<file path="src/rtl/ldpc_dec_pkg.sv">
// Shared defaults and FSM encoding for the layered LDPC
// decoder read-side scheduler.
package ldpc_dec_pkg;

  localparam int DEF_LAYERS    = 2;
  localparam int DEF_ADDRWIDTH = 5;
  localparam int DEF_ADDRDEPTH = 20;
  localparam int DEF_ITERBITS  = 5;

  typedef enum logic [1:0] {
    S_IDLE  = 2'd0,
    S_RUN   = 2'd1,
    S_DRAIN = 2'd2,
    S_DONE  = 2'd3
  } state_e;

endpackage

</file>
<file path="src/rtl/raw_scoreboard.sv">
// Per-address pending bits guarding LLR read-after-write.
// A set and a clear on the same address in one cycle leaves it set.
module raw_scoreboard #(
  parameter int DEPTH = 20,
  parameter int AW    = 5
) (
  input  logic          clk,
  input  logic          rst,
  input  logic          set_en,
  input  logic [AW-1:0] set_idx,
  input  logic          set_layer,
  input  logic          clr_en,
  input  logic [AW-1:0] clr_idx,
  input  logic          clr_layer,
  input  logic [AW-1:0] lk_idx,
  output logic          lk_hit,
  output logic          all_clear
);

  localparam logic [DEPTH-1:0] ONE = {{(DEPTH-1){1'b0}}, 1'b1};

  logic [DEPTH-1:0] pend_q, pend_d;
  logic [DEPTH-1:0] lay_q, lay_d;
  logic [DEPTH-1:0] set_m, clr_m, lk_m;

  // One-hot masks; out-of-range indices select nothing.
  always_comb begin
    set_m = '0;
    clr_m = '0;
    lk_m  = '0;
    if (set_en && (32'(set_idx) < DEPTH))
      set_m = ONE << set_idx;
    if (clr_en && (32'(clr_idx) < DEPTH))
      clr_m = ONE << clr_idx;
    if (32'(lk_idx) < DEPTH)
      lk_m = ONE << lk_idx;
    pend_d = (pend_q & ~clr_m) | set_m;
    lay_d  = (lay_q & ~set_m) | (set_layer ? set_m : '0);
  end

  // Pending vector and the layer each pending read came from.
  always_ff @(posedge clk or negedge rst) begin
    if (!rst) begin
      pend_q <= '0;
      lay_q  <= '0;
    end else begin
      pend_q <= pend_d;
      lay_q  <= lay_d;
    end
  end

  assign lk_hit    = |(pend_q & lk_m);
  assign all_clear = (pend_q == '0);

  // A write-back retiring a pending read must carry its layer.
  wb_layer_a : assert property (
    @(posedge clk) disable iff (!rst)
    (|(pend_q & clr_m)) |-> (clr_layer == (|(lay_q & clr_m)))
  );

endmodule

</file>
<file path="src/rtl/layer_read_sched.sv">
// Read-side row scheduler for the layered LDPC SISO row unit.
// Optional EARLY_TERM_EN: drain per iteration and stop on parity_ok.
module layer_read_sched
  import ldpc_dec_pkg::*;
#(
  parameter int LAYERS    = DEF_LAYERS,
  parameter int ADDRWIDTH = DEF_ADDRWIDTH,
  parameter int ADDRDEPTH = DEF_ADDRDEPTH,
  parameter int ITERBITS  = DEF_ITERBITS
) (
  input  logic                 clk,
  input  logic                 rst,
  input  logic                 start,
  input  logic [ITERBITS-1:0]  max_iter,
  input  logic                 wren,
  input  logic                 wrlayer,
  input  logic [ADDRWIDTH-1:0] wraddress,
`ifdef EARLY_TERM_EN
  input  logic                 parity_ok,
`endif
  output logic                 rdlayer,
  output logic [ADDRWIDTH-1:0] rdaddress,
  output logic                 rden_LLR,
  output logic                 rden_E,
  output logic [ITERBITS-1:0]  iter_count,
  output logic                 busy,
  output logic                 done
);

  localparam logic [ADDRWIDTH-1:0] ADDR_ONE  = {{(ADDRWIDTH-1){1'b0}}, 1'b1};
  localparam logic [ITERBITS-1:0]  ITER_ONE  = {{(ITERBITS-1){1'b0}}, 1'b1};
  localparam logic [ADDRWIDTH-1:0] ADDR_LAST = ADDRWIDTH'(ADDRDEPTH - 1);
  localparam logic                 LAY_LAST  = 1'(LAYERS - 1);

  state_e                 state_q, state_d;
  logic                   layer_q, layer_d;
  logic [ADDRWIDTH-1:0]   addr_q, addr_d;
  logic [ITERBITS-1:0]    iter_q, iter_d;
  logic [ITERBITS-1:0]    max_q, max_d;
  logic                   rdlayer_q, rdlayer_d;
  logic [ADDRWIDTH-1:0]   rdaddr_q, rdaddr_d;
  logic                   rden_llr_q, rden_llr_d;
  logic                   rden_e_q, rden_e_d;
  logic                   busy_q, busy_d;
  logic                   done_q, done_d;

  logic                   issue;
  logic                   lk_hit;
  logic                   all_clear;
  logic [ITERBITS-1:0]    iter_inc;

  assign iter_inc = iter_q + ITER_ONE;

  raw_scoreboard #(
    .DEPTH (ADDRDEPTH),
    .AW    (ADDRWIDTH)
  ) u_sb (
    .clk       (clk),
    .rst       (rst),
    .set_en    (issue),
    .set_idx   (addr_q),
    .set_layer (layer_q),
    .clr_en    (wren),
    .clr_idx   (wraddress),
    .clr_layer (wrlayer),
    .lk_idx    (addr_q),
    .lk_hit    (lk_hit),
    .all_clear (all_clear)
  );

  // Next-state, sequencing and output decode.
  always_comb begin
    state_d    = state_q;
    layer_d    = layer_q;
    addr_d     = addr_q;
    iter_d     = iter_q;
    max_d      = max_q;
    rdlayer_d  = rdlayer_q;
    rdaddr_d   = rdaddr_q;
    rden_llr_d = 1'b0;
    rden_e_d   = 1'b0;
    busy_d     = busy_q;
    done_d     = 1'b0;
    issue      = 1'b0;
    unique case (state_q)
      S_IDLE: begin
        if (start) begin
          max_d   = max_iter;
          layer_d = 1'b0;
          addr_d  = '0;
          iter_d  = '0;
          if (max_iter != '0) begin
            state_d = S_RUN;
            busy_d  = 1'b1;
          end else begin
            state_d = S_DONE;
            done_d  = 1'b1;
            busy_d  = 1'b0;
          end
        end
      end
      S_RUN: begin
        if (!lk_hit) begin
          issue      = 1'b1;
          rden_llr_d = 1'b1;
          rden_e_d   = (iter_q != '0);
          rdlayer_d  = layer_q;
          rdaddr_d   = addr_q;
          if (addr_q == ADDR_LAST) begin
            addr_d = '0;
            if (layer_q == LAY_LAST) begin
              layer_d = 1'b0;
              iter_d  = iter_inc;
`ifdef EARLY_TERM_EN
              state_d = S_DRAIN;
`else
              if (iter_inc == max_q)
                state_d = S_DRAIN;
`endif
            end else begin
              layer_d = layer_q + 1'b1;
            end
          end else begin
            addr_d = addr_q + ADDR_ONE;
          end
        end
      end
      S_DRAIN: begin
        if (all_clear) begin
`ifdef EARLY_TERM_EN
          if (parity_ok || (iter_q == max_q)) begin
            state_d = S_DONE;
            done_d  = 1'b1;
            busy_d  = 1'b0;
          end else begin
            state_d = S_RUN;
          end
`else
          state_d = S_DONE;
          done_d  = 1'b1;
          busy_d  = 1'b0;
`endif
        end
      end
      S_DONE: begin
        state_d = S_IDLE;
      end
      default: begin
        state_d = S_IDLE;
      end
    endcase
  end

  // State and registered outputs.
  always_ff @(posedge clk or negedge rst) begin
    if (!rst) begin
      state_q    <= S_IDLE;
      layer_q    <= 1'b0;
      addr_q     <= '0;
      iter_q     <= '0;
      max_q      <= '0;
      rdlayer_q  <= 1'b0;
      rdaddr_q   <= '0;
      rden_llr_q <= 1'b0;
      rden_e_q   <= 1'b0;
      busy_q     <= 1'b0;
      done_q     <= 1'b0;
    end else begin
      state_q    <= state_d;
      layer_q    <= layer_d;
      addr_q     <= addr_d;
      iter_q     <= iter_d;
      max_q      <= max_d;
      rdlayer_q  <= rdlayer_d;
      rdaddr_q   <= rdaddr_d;
      rden_llr_q <= rden_llr_d;
      rden_e_q   <= rden_e_d;
      busy_q     <= busy_d;
      done_q     <= done_d;
    end
  end

  assign rdlayer    = rdlayer_q;
  assign rdaddress  = rdaddr_q;
  assign rden_LLR   = rden_llr_q;
  assign rden_E     = rden_e_q;
  assign iter_count = iter_q;
  assign busy       = busy_q;
  assign done       = done_q;

endmodule

</file>
<file path="config.mk">
export PLATFORM = sky130hd
export DESIGN_NAME = layer_read_sched
export DESIGN_NICKNAME = d
export VERILOG_FILES = /design/src/rtl/ldpc_dec_pkg.sv /design/src/rtl/raw_scoreboard.sv /design/src/rtl/layer_read_sched.sv
export SDC_FILE = /design/constraint.sdc
export NUM_CORES = 1
export LEC_CHECK = 0
export ABC_AREA = 1
export CAP_MARGIN = 20
export CORE_UTILIZATION = 57
export DETAILED_ROUTE_END_ITERATION = 6
export PLACE_DENSITY = 0.87
export SYNTH_ARGS = -nofsm -noshare
export SYNTH_HDL_FRONTEND = slang
export SYNTH_SLANG_ARGS = --single-unit
</file>
<file path="constraint.sdc">
create_clock -name clk -period 2.31 [get_ports clk]
set_input_delay 0.5775 -clock clk [delete_from_list [all_inputs] [get_ports clk]]
set_output_delay 0.5775 -clock clk [all_outputs]
set_load 0.05 [all_outputs]
</file>
==> out/qor.tcl, run 1 <==
set qor(cell_leakage_power_nw) 1.64
set qor(ios) 30
set qor(drt_drc_violations_left) 0
set qor(worst_ir_drop_on_vdd_mv) 0.973
set qor(worst-r2r-cell-count) 14
set qor(fmax_ghz) 0.443
set qor(area.growth.synth_to_final_pct) 16.6
set qor(num-fill-cells) 391
set qor(status) {complete, no violations}
set qor(power.total_mw) 3.84
set qor(cts.hold.buffers_added) 0
set qor(clock-sinks) 48
set qor(die_outline_area_um2) 5440
set qor(final.hold.worst_slack_ps) 248
set qor(timing.final.ws_setup_ps) 51.3
set qor(path_cells) {clkdlybuf4s50_1}
set qor(diodes_inserted) 0
set qor(timing.critical_path.fanout_max) 8
set qor(number_of_max_cap_violations) 0
set qor(vias_per_cell) 5.58
set qor(cp-end-kind) {primary output}
set qor(start_util) 0.606
set qor(cts_tree) {done}
set qor(cts_buffer_depth) 2
set qor(finalSetupViolations) 0
set qor(totalWireLength_mm) 6.77
set qor(dpl-instance-area_um2) 3290
set qor(synth_cells) 398
set qor(core_area_um2) 4850
set qor(crit_path_max_incr_delay_ps) 870
set qor(yosys.cell_types.count) 28
set qor(fraction_of_the_cycle_the_final_worst_path_needs) 0.978
set qor(setup_total_negative_slack_ps) 0
set qor(die_width_um) 73.8
set qor(dpl_worst_slack_ps) 163
set qor(layout-drive-gt1-share) 0.0947
set qor(routed-via-count) 2790
set qor(cts_made_buffers) 5
set qor(io_buffers) 28
set qor(setup.worst_path.start_class) {flip-flop}
set qor(worst_setup_hold_path_clk_slew_ps) 90
set qor(final_period_minus_worst_setup_slack_ps) 2260
set qor(grt_max_degree) 23
set qor(seq_area_frac_synth) 0.409
set qor(relSlewSlack) 0.644
set qor(cts_post_setup_buffers_inserted) 0
set qor(end_point_of_the_critical_path) {iter_count[0]}
set qor(unrepaired_setup_endpoints_after_global_routing) {no}
set qor(ys_ff_latch) 48
set qor(stdcell_area_um2) 3430
set qor(grt_pass1_wl_mm) 11.9
set qor(r2r_setup_slack_ps) 150
set qor(hpwl_mm) 5.04
set qor(destination_of_the_worst_register_to_register_timing_path) {u_sb.pend_q[19]$_DFF_PN0_}
set qor(synth_area_um2) 2940
set qor(drtPass1Iterations) 5
set qor(drtIter0Drc) 352
set qor(post_drt_wl_per_cell_um) 13.5
set qor(clock_tree.root_cell) {sky130_fd_sc_hd__clkbuf_8}
set qor(crit_cells) 1
set qor(fin_worst_skew_ps) 4.26
set qor(crit_path_top_delay_cell) {sky130_fd_sc_hd__clkdlybuf4s50_1}
set qor(regToRegStartpoint) {addr_q[0]$_DFFE_PN0P_}
set qor(layout.nets) 458
set qor(area_occupied_by_multi_input_gates_um2) 1480
set qor(grt_pass1_vias) 2595
set qor(regArea_um2) 1200
set qor(max_slew.worst_pin.slew_ps) 534
set qor(core.rowCount) 25
set qor(synth.net_count) 424
set qor(slew_viol_final) 0
set qor(power.density_nw_per_um2) 1120
set qor(setup.worst_path.class) {reg2out}
set qor(gr-total-overflow) 0
set qor(grt_antenna_before_repair) 0
set qor(average_size_of_a_mapped_cell_um2) 7.38
set qor(place.gp.congestion) 0.961
set qor(timing.final.hold_violations) 0
set qor(synth.yosys.warnings) 0
set qor(drtAntennaViolNets) 0
set qor(grt_util_all_layers) 0.284
set qor(hp-class) {in2async}
set qor(insertion_delay_ps) 300
set qor(arrival_ps) 1680
set qor(cts_htree_levels) 2
set qor(path_delay_family) {buffers and inverters}
set qor(required_time_reported_for_the_critical_path_endpoint_ps) 1730
set qor(critPathBufInv) 1
set qor(dieHeight_um) 73.8
set qor(worst_setup_path_startpoint) {iter_count[0]$_DFFE_PN0P_}
[where the power goes]
part	leakage (nW)	total (mW)	switching (mW)	internal, mW
logic	0.987	1.90	1.29	0.614
registers	0.585	1.28	0.199	1.08
clock network	0.0645	0.663	0.281	0.382
total	1.64	3.84	1.77	2.08
[kinds of logic after synthesis]
logic type | synth area share
xor gates and xnor gates | 0.00298
DFF | 0.409
and+or+nand+nor | 0.345
buffers and inverters | 0.0873
AOI/OAI and AO/OA | 0.101
muxes | 0.00767
adders and majority gates | 0.0468
[area by class of cell]
class,instances,area share
multi-input cells,292,0.433
flip-flops and latches,48,0.351
repair buffers,38,0.103
inverters,47,0.0522
clock buffers,7,0.0281
well taps,67,0.0245
clock inverters,1,0.00877
[synth_stat cells]
cell type                  number  area, um2
sky130_fd_sc_hd__o211ai_1       1       7.51
sky130_fd_sc_hd__inv_1         46        173
sky130_fd_sc_hd__xnor2_1        1       8.76
sky130_fd_sc_hd__clkbuf_1       1       3.75
sky130_fd_sc_hd__nor2_1        44        165
sky130_fd_sc_hd__o21ai_0       30        150
sky130_fd_sc_hd__dfrtp_1       48       1200
sky130_fd_sc_hd__buf_1          3       11.3
sky130_fd_sc_hd__nor3_1         6       30.0
sky130_fd_sc_hd__o21ai_2        8       70.1
sky130_fd_sc_hd__or2_2          1       6.26
sky130_fd_sc_hd__nand2_1      104        390
sky130_fd_sc_hd__buf_6          4       45.0
sky130_fd_sc_hd__ha_1          11        138
sky130_fd_sc_hd__buf_2          2       10.0
sky130_fd_sc_hd__nand3b_1       1       7.51
sky130_fd_sc_hd__mux2_2         2       22.5
sky130_fd_sc_hd__o31ai_1        3       22.5
sky130_fd_sc_hd__nand3_1       43        215
sky130_fd_sc_hd__a21oi_1        4       20.0
sky130_fd_sc_hd__a31oi_4        1       21.3
sky130_fd_sc_hd__nand2_2        3       18.8
sky130_fd_sc_hd__buf_4          1       7.51
sky130_fd_sc_hd__nand4_1       23        144
sky130_fd_sc_hd__nor2_2         4       25.0
sky130_fd_sc_hd__inv_4          1       6.26
sky130_fd_sc_hd__o22ai_1        1       6.26
sky130_fd_sc_hd__nand2_4        1       11.3
[per-layer routing]
| layer | GRT usage | up-vias | wire length, um |
|---|---|---|---|
| li1 | - | 1374 | - |
| met4 | 0.103 | 0 | 125 |
| met2 | 0.444 | 116 | 3210 |
| met5 | 0 | - | 0 |
| met1 | 0.392 | 1287 | 2950 |
| met3 | 0.0562 | 13 | 484 |
[stage by stage]
| step | util | cells |
|---|---|---|
| floorplan | - | 398 |
| global placement | 0.679 | 492 |
| CTS | 0.706 | 500 |
| detailed placement | 0.679 | 492 |
| global route | 0.707 | 500 |
| finish | 0.707 | 500 |
[how the worst min path moves through the flow]
stage,from,endpoint,cells after the start
2_1_floorplan,rst,addr_q[0]$_DFFE_PN0P_,0
3_3_place_gp,rdaddress[0]$_DFFE_PN0P_,rdaddress[0]$_DFFE_PN0P_,2
3_5_place_dp,rdaddress[3]$_DFFE_PN0P_,rdaddress[3]$_DFFE_PN0P_,2
4_1_cts,rst,rdaddress[4]$_DFFE_PN0P_,1
5_1_grt,rst,addr_q[4]$_DFFE_PN0P_,1
6_report,rst,u_sb.pend_q[8]$_DFF_PN0_,1
[timing repair]
| action | 4_1_cts | 5_1_grt |
|---|---|---|
| gates resized for setup | 0 | 2 |
| setup endpoints to repair | 0 | 2 |
| endpoints found under the hold margin | 0 | 0 |
[cell usage in the layout, fill, tap and decap left out]
master,n
sky130_fd_sc_hd__a21oi_1,4
sky130_fd_sc_hd__a31oi_4,1
sky130_fd_sc_hd__buf_2,1
sky130_fd_sc_hd__buf_4,10
sky130_fd_sc_hd__bufinv_16,1
sky130_fd_sc_hd__clkbuf_8,7
sky130_fd_sc_hd__clkdlybuf4s50_1,26
sky130_fd_sc_hd__dfrtp_1,48
sky130_fd_sc_hd__dlymetal6s2s_1,1
sky130_fd_sc_hd__ha_1,10
sky130_fd_sc_hd__ha_2,1
sky130_fd_sc_hd__inv_1,46
sky130_fd_sc_hd__inv_4,1
sky130_fd_sc_hd__mux2_2,2
sky130_fd_sc_hd__nand2_1,104
sky130_fd_sc_hd__nand2_2,3
sky130_fd_sc_hd__nand2_4,1
sky130_fd_sc_hd__nand3_1,43
sky130_fd_sc_hd__nand3b_1,1
sky130_fd_sc_hd__nand4_1,23
sky130_fd_sc_hd__nor2_1,44
sky130_fd_sc_hd__nor2_2,4
sky130_fd_sc_hd__nor3_1,6
sky130_fd_sc_hd__o211ai_1,1
sky130_fd_sc_hd__o21ai_0,30
sky130_fd_sc_hd__o21ai_2,8
sky130_fd_sc_hd__o22ai_1,1
sky130_fd_sc_hd__o31ai_1,3
sky130_fd_sc_hd__or2_2,1
sky130_fd_sc_hd__xnor2_1,1
[registers in the layout (all words and copies together) (netlist names), 2 cells and up]
name,flops
u_sb.pend_q,20
addr_q,5
iter_count,5
max_q,5
rdaddress,5
state_q,2
No activity file was read; power rests on OpenSTA's default activity.
==> inputs of run 2 (changes only) <==
--- a/config.mk
+++ b/config.mk
@@ -10,6 +10,7 @@
 export CORE_UTILIZATION = 57
 export DETAILED_ROUTE_END_ITERATION = 6
 export PLACE_DENSITY = 0.87
+export SLEW_MARGIN = 20
 export SYNTH_ARGS = -nofsm -noshare
 export SYNTH_HDL_FRONTEND = slang
 export SYNTH_SLANG_ARGS = --single-unit
==> results of run 2 <==
The final DEF is identical to that of run 1; final timing and power are the same.
